## src/rtl/inv_ark_stage.sv

```systemverilog
// Registered inverse AddRoundKey stage of the iterative AES-128 decryption datapath.
// XORs each state beat with key[rnd] from a local key store; 2-entry skid buffer keeps in_ready registered.
module inv_ark_stage #(
    parameter int NR = 10
) (
    input  logic         clk,
    input  logic         rst,
    input  logic         key_wr_en,
    input  logic [3:0]   key_wr_idx,
    input  logic [0:127] key_wr_data,
    output logic         key_wr_err,
    input  logic         in_valid,
    output logic         in_ready,
    input  logic [0:127] in_state,
    output logic         out_valid,
    input  logic         out_ready,
    output logic [0:127] out_state,
    output logic [3:0]   out_round,
    output logic         out_last
);

    localparam logic [3:0] RND_TOP = 4'(NR - 1);
    localparam logic [3:0] NR_IDX  = 4'(NR);

    // Key store must clear on reset, so it is kept in registers rather than RAM.
    logic [0:127] key_reg [0:NR];
    logic [NR:0]  key_sel;

    logic [3:0]   rnd_reg, rnd_next;
    logic         in_ready_reg, in_ready_next;
    logic         key_wr_err_reg;

    logic         main_valid_reg, main_valid_next;
    logic [0:127] main_state_reg, main_state_next;
    logic [3:0]   main_round_reg, main_round_next;
    logic         main_last_reg, main_last_next;

    logic         skid_valid_reg, skid_valid_next;
    logic [0:127] skid_state_reg, skid_state_next;
    logic [3:0]   skid_round_reg, skid_round_next;
    logic         skid_last_reg, skid_last_next;

    logic         accept;
    logic         main_free;
    logic         idle;
    logic         wr_ok;
    logic [0:127] beat_state;
    logic         beat_last;

    assign accept     = in_valid && in_ready_reg;
    assign main_free  = !main_valid_reg || out_ready;
    assign idle       = (rnd_reg == RND_TOP) && !main_valid_reg && !skid_valid_reg;
    assign wr_ok      = key_wr_en && idle && (key_wr_idx <= NR_IDX);
    // Reads the pre-edge key, so a same-cycle write is seen only by later beats.
    assign beat_state = in_state ^ key_reg[rnd_reg];
    assign beat_last  = (rnd_reg == 4'd0);

    generate
        for (genvar gi = 0; gi <= NR; gi++) begin : g_key_sel
            assign key_sel[gi] = wr_ok && (key_wr_idx == 4'(gi));
        end
    endgenerate

    always_ff @(posedge clk) begin
        if (rst) begin
            for (int i = 0; i <= NR; i++) begin
                key_reg[i] <= '0;
            end
        end else begin
            for (int i = 0; i <= NR; i++) begin
                if (key_sel[i]) begin
                    key_reg[i] <= key_wr_data;
                end
            end
        end
    end

    always_comb begin
        rnd_next        = rnd_reg;
        main_valid_next = main_valid_reg;
        main_state_next = main_state_reg;
        main_round_next = main_round_reg;
        main_last_next  = main_last_reg;
        skid_valid_next = skid_valid_reg;
        skid_state_next = skid_state_reg;
        skid_round_next = skid_round_reg;
        skid_last_next  = skid_last_reg;

        if (accept) begin
            rnd_next = (rnd_reg == 4'd0) ? RND_TOP : rnd_reg - 4'd1;
        end

        if (main_free) begin
            // Skid holds the older beat, so it always has priority into main.
            if (skid_valid_reg) begin
                main_valid_next = 1'b1;
                main_state_next = skid_state_reg;
                main_round_next = skid_round_reg;
                main_last_next  = skid_last_reg;
                skid_valid_next = 1'b0;
            end else if (accept) begin
                main_valid_next = 1'b1;
                main_state_next = beat_state;
                main_round_next = rnd_reg;
                main_last_next  = beat_last;
            end else begin
                main_valid_next = 1'b0;
            end
        end else if (accept) begin
            skid_valid_next = 1'b1;
            skid_state_next = beat_state;
            skid_round_next = rnd_reg;
            skid_last_next  = beat_last;
        end

        in_ready_next = !skid_valid_next;
    end

    always_ff @(posedge clk) begin
        if (rst) begin
            rnd_reg        <= RND_TOP;
            in_ready_reg   <= 1'b1;
            key_wr_err_reg <= 1'b0;
            main_valid_reg <= 1'b0;
            main_state_reg <= '0;
            main_round_reg <= '0;
            main_last_reg  <= 1'b0;
            skid_valid_reg <= 1'b0;
            skid_state_reg <= '0;
            skid_round_reg <= '0;
            skid_last_reg  <= 1'b0;
        end else begin
            rnd_reg        <= rnd_next;
            in_ready_reg   <= in_ready_next;
            key_wr_err_reg <= key_wr_en && !wr_ok;
            main_valid_reg <= main_valid_next;
            main_state_reg <= main_state_next;
            main_round_reg <= main_round_next;
            main_last_reg  <= main_last_next;
            skid_valid_reg <= skid_valid_next;
            skid_state_reg <= skid_state_next;
            skid_round_reg <= skid_round_next;
            skid_last_reg  <= skid_last_next;
        end
    end

    assign in_ready   = in_ready_reg;
    assign key_wr_err = key_wr_err_reg;
    assign out_valid  = main_valid_reg;
    assign out_state  = main_state_reg;
    assign out_round  = main_round_reg;
    assign out_last   = main_last_reg;

endmodule

```

## config.mk

```make
export PLATFORM = sky130hd
export DESIGN_NAME = inv_ark_stage
export DESIGN_NICKNAME = d
export VERILOG_FILES = /design/src/rtl/inv_ark_stage.sv
export SDC_FILE = /design/constraint.sdc
export NUM_CORES = 2
export LEC_CHECK = 0
export CORE_MARGIN = 2
export CORE_UTILIZATION = 50
export DETAILED_ROUTE_END_ITERATION = 10
export PLACE_DENSITY_LB_ADDON = 0.05
export SLEW_MARGIN = 20
export SYNTH_ARGS = -nofsm -noshare
export SYNTH_HDL_FRONTEND = slang
export SYNTH_SLANG_ARGS = --single-unit
export TNS_END_PERCENT = 100
```

## constraint.sdc

```tcl
create_clock -name clk -period 7.5 [get_ports clk]
set_clock_uncertainty 0.2 [all_clocks]
set_input_delay 1.5 -clock clk [delete_from_list [all_inputs] [get_ports clk]]
set_output_delay 1.5 -clock clk [all_outputs]
set_load 0.03 [all_outputs]
```

; After elaboration in Yosys (flattened, before gate mapping)
; Memory sizes are Yosys's and may differ from the RTL's. A register that Yosys moved wholly into a read port is not among the register bits.
; Index checks and enable logic that the tools add are counted.
[word_totals]
ff_bits = 274
ramBits = 1408
inputBits = 265
output_inout_bits = 136
word_cells = 124
memories = 1
[memory_table]
columns = name, depth, width, rd, rd_clocked_by_memory_dff, wr, line
row1 = key_reg, 11, 128, 1, 1, 11, 26  ; logic [0:127] key_reg [0:NR];
[op_classes]
add_sub_neg = 1
n_lt_le_gt_ge = 1
n_eq_ne = 11
n_mux = 59
n_bitwise = 13
reduce_logical = 27
[op_table]
columns = op, n
row1 = two-way mux 128 bit, 13
row2 = bitwise XOR 128 bit, 1
row3 = two-way mux 1 bit, 41
row4 = two-way mux 4 bit, 5
row5 = logical AND 1 bit, 17
row6 = == test 4 x 3 -> 1 bit (second input constant), 4
row7 = == test 4 bit (second input constant), 4
row8 = OR 1 bit, 11
row9 = == test 4 x 2 -> 1 bit (second input constant), 2
row10 = zero test 4 bit, 2
row11 = == test 4 x 1 -> 1 bit (second input constant), 1
row12 = less-or-equal comparator 4 bit (second input constant), 1
row13 = zero test 1 bit, 4
row14 = AND reduction 2 bit, 2
row15 = subtractor 4 x 1 -> 4 bit (second input constant), 1
row16 = nonzero test 2 bit, 1
row17 = logical OR 1 bit, 1
row18 = NOT 1 bit, 1

; Depth between registers and ports, before layout
[logic_depth]
ltp_word = 10
depth_mapped = 10
depth_no_buf = 4

; Worst setup path after synthesis
; No wires, ideal clock.
[synth_timing]
kind = input port to flip-flop
from = input port rst
to = memory key_reg[8][0] (netlist bit) (enable)
setup_time_ns = 1.122
arrival_ns = 5.008
t_required_ns = 6.178
setup_slack_ns = 1.170
cell_stages = 7
path_buffers = 5
cell_sequence = clkbuf_1 inv_1 clkbuf_1 clkbuf_1 clkbuf_1 buf_1 nand2_1
[synth_lines]
columns = item, line
row1 = "start, declared", 7  ; input logic rst,
row2 = "end, declared", 26

==> results.yml <==
outcome:
  outcome: "finished clean"
timing:
  final_period_utilization: 0.6037
  max_clock_freq_ghz: 0.2208
  setup_ws_ps: 2972
  max_slew.worst_pin.slew_ps: 1272
  grt_setup_unrepaired: "false"
  fin_setup_tns_ps: 0
  final_worst_path_period_need_ps: 4528
  setup_viol_count_final: 0
  holdWs_ps: 258.3
  maxSlewHeadroom: 0.1521
  slew_violations: 0
  finalHoldViolCount: 0
critical_path:
  timing.critical_path.arrival_ps: 4800
  path_delay_family: "simple AND/OR/NAND/NOR gates"
  cp_max_delay_cell: "nand2_4"
  worst_setup_path_end_kind: "flip-flop"
  critical_path_class: "primary input to flip-flop"
  worst_path_most_repeated_cell: "nand2_4"
  worstPathMaxFanout: 53
  path_cells: "clkdlybuf4s50_1 -> inv_1 -> nor4_4 -> nand2_4 -> nand2_4 -> buf_4"
  slowest_delay_ps: 920
  startpoint_type: "primary input"
  critPathBufInv: 3
  critPathRequiredTime_ps: 7770
die:
  core-area_mm2: 0.1693
  floorplan.die.height_um: 416.7
  start_util: 0.5031
  floorplan.die.width_um: 416.7
  die_area_mm2: 0.1737
  io-pin-count: 401
  num_rows: 151
pwr:
  net-switching-power_mw: 6.196
  internal-power_mw: 17.26
  powerDensity_mw_per_mm2: 243.6
  sw_frac_of_total: 0.2642
  pwr-share-seq: 0.461
  power.clock.fraction: 0.392
  relative_contribution_of_combinational_cells_to_total_power: 0.147
  worst_ir_drop_vdd_mv: 0.2741
  power_leakage_nw: 33.72
cells_and_area:
  total_area_of_multi_input_combinational_cells_mm2: 0.03381
  layout.core_utilization: 0.5688
  area.growth.synth_to_final_pct: 13.04
  area.sequential_mm2: 0.04786
  final_area_mm2: 0.09628
  largest_reg_flops: 1408
  drive_above_1_share: 0.1435
  n_fill_cell: 13928
  finish.net_count: 7321
global_route:
  globalRouteOverflowTotal: 0
  pin_count_of_the_biggest_net_entering_global_routing: 231
  initial_antenna_violation_count: 13
  grt_first_pass_wirelength_um: 406900
  total_routing_usage_gr: 0.3130
  first_global_vias: 60765
clocking:
  cts_setup_buffers: 0
  clk-insertion-delay-late_ps: 810
  cts_hold_buf: 0
  htree_levels: 4
  cts-buffers-inserted: 183
  number_of_buffers_on_the_longest_clock_path: 3
  cts_root_cell: "clkbuf_16"
  cts.sinks: 1686
  post_cts_resized: 0
  tritoncts: "done"
  clock_pin_slew_of_the_registers_on_the_worst_case_setup_and_hold_paths_ps: 60
place:
  place_congestion: 0.8056
  preCtsSetupSlack_ps: 2118
  postPlaceCellArea_mm2: 0.09024
  dp_hpwl_um: 152800
  port_buffers: 400
synthesis:
  yosys.cell_types.count: 59
  netlist_instances: 7128
  async_reset_ff_frac: 0
  synth_area_leaders: "edfxtp_1, mux4_2, dfxtp_1"
  netlist_area_mm2: 0.08517
  synth.avg_cell_area_um2: 11.95
  synth_most_common_cell: "edfxtp_1"
  yosysWarnings: 0
  synth_edf_count: 1408
  synth_top_cells_by_count: "edfxtp_1, nor2_1, clkbuf_1, nand2_1, dfxtp_1"
  synth_top_cell_by_area: "edfxtp_1"
  ys_ff_latch: 1686
  synthesis.nets: 7393
  synth_largest_type_area_fraction: 0.4964
  synth_sequential_area_ratio: 0.5617
  yosys_most_used_dff: "edfxtp_1"
routing:
  first_pass_detailed_route_iteration_total: 6
  routed_wire_length_per_instance_um: 29.30
  initialDrtViolationCount: 7003
  totalWireLength_um: 276600
  antenna_left: 0
  routed-via-count: 62397
  viasPerCell: 6.608
  remaining_drc_errors: 0
job:
  max_cap_violations: 0
hold_path:
  min_path_type: "flip-flop to flip-flop"
## power groups by stage
stage	sequential, mW	clock (mW)	combinational [mW]
2_1_floorplan	11.1	0	2.06
3_3_place_gp	11.0	0	3.38
3_5_place_dp	11.0	0	3.41
4_1_cts	10.8	9.29	3.43
5_1_grt	10.9	9.63	3.63
6_report	10.8	9.20	3.44
## cell type report
type                       count  share of cell area
inverter                     176            0.007121
clock buffer                 259             0.05309
multi-input combinational   4507              0.3512
antenna                       10           0.0002599
clock inverter                84            0.009435
timing repair buffer         502             0.05293
sequential                  1686              0.4971
tap                         2218             0.02882
## logic make-up after synthesis
logic type,synth area share
flops,0.5617
simple gates,0.1576
buf+inv,0.04397
xor+xnor,0.0004114
compound gates,0.1183
mux,0.1180
## stage by stage
step,power (mW),cells
final,23.45,9442
after global routing,24.12,9441
after CTS,23.54,9432
after detailed placement,14.43,9089
after global placement,14.38,9089
after floorplan,13.16,7128
## path summary, 6_finish.rpt
| check | startpoint | endpoint | slack (ps) | cells past startpoint |
|---|---|---|---|---|
| setup / recovery | key_wr_idx[2] | key_reg[5][18]$_SDFFCE_PN0P_ | 2970 | 6 |
| hold / removal | skid_round_reg[3]$_SDFFE_PP0P_ | skid_round_reg[3]$_SDFFE_PP0P_ | 260 | 2 |
| hold reg to reg | skid_round_reg[3]$_SDFFE_PP0P_ | skid_round_reg[3]$_SDFFE_PP0P_ | 260 | 2 |
| setup reg to reg | out_valid$_SDFFE_PP0P_ | key_reg[5][18]$_SDFFCE_PN0P_ | 3190 | 5 |
## worst reg2reg max path: stages, from the launching register on
cell and delay, ps:
dfxtp_1 490, or4b_4 730, nor4_4 600, nand2_4 500
nand2_4 930, buf_4 490
## cell usage in the layout, fill, tap and decap left out, drive strengths merged, types with 11 or more instances in the layout
cell type      instances
clkdlybuf4s50        399
nand2b               130
o211ai               112
nor4                  22
edfxtp              1408
mux2                 241
bufinv                17
nand2                334
nor2                1297
clkinv                52
or3                   12
o2111a               106
mux4                 256
clkbuf               259
nor2b                135
buf                  103
mux2i                157
a31oi                104
inv                  183
a21oi                130
a31o                  25
a211oi                33
nor4b                206
dfxtp                278
or4bb                 98
nor3                 200
a311o                112
and4                  29
o32a                  98
o211a                105
or3b                  98
and3                  22
o21ai                124
a21o                  11
o2111ai              255
## per-layer routing
| layer | routed length [µm] | global-route usage |
|---|---|---|
| met3 | 20720 | 0.04286 |
| met4 | 10580 | 0.1208 |
| met1 | 112600 | 0.4267 |
| met5 | 21 | 0 |
| met2 | 132700 | 0.5104 |
(Power assumes the default switching activity.)
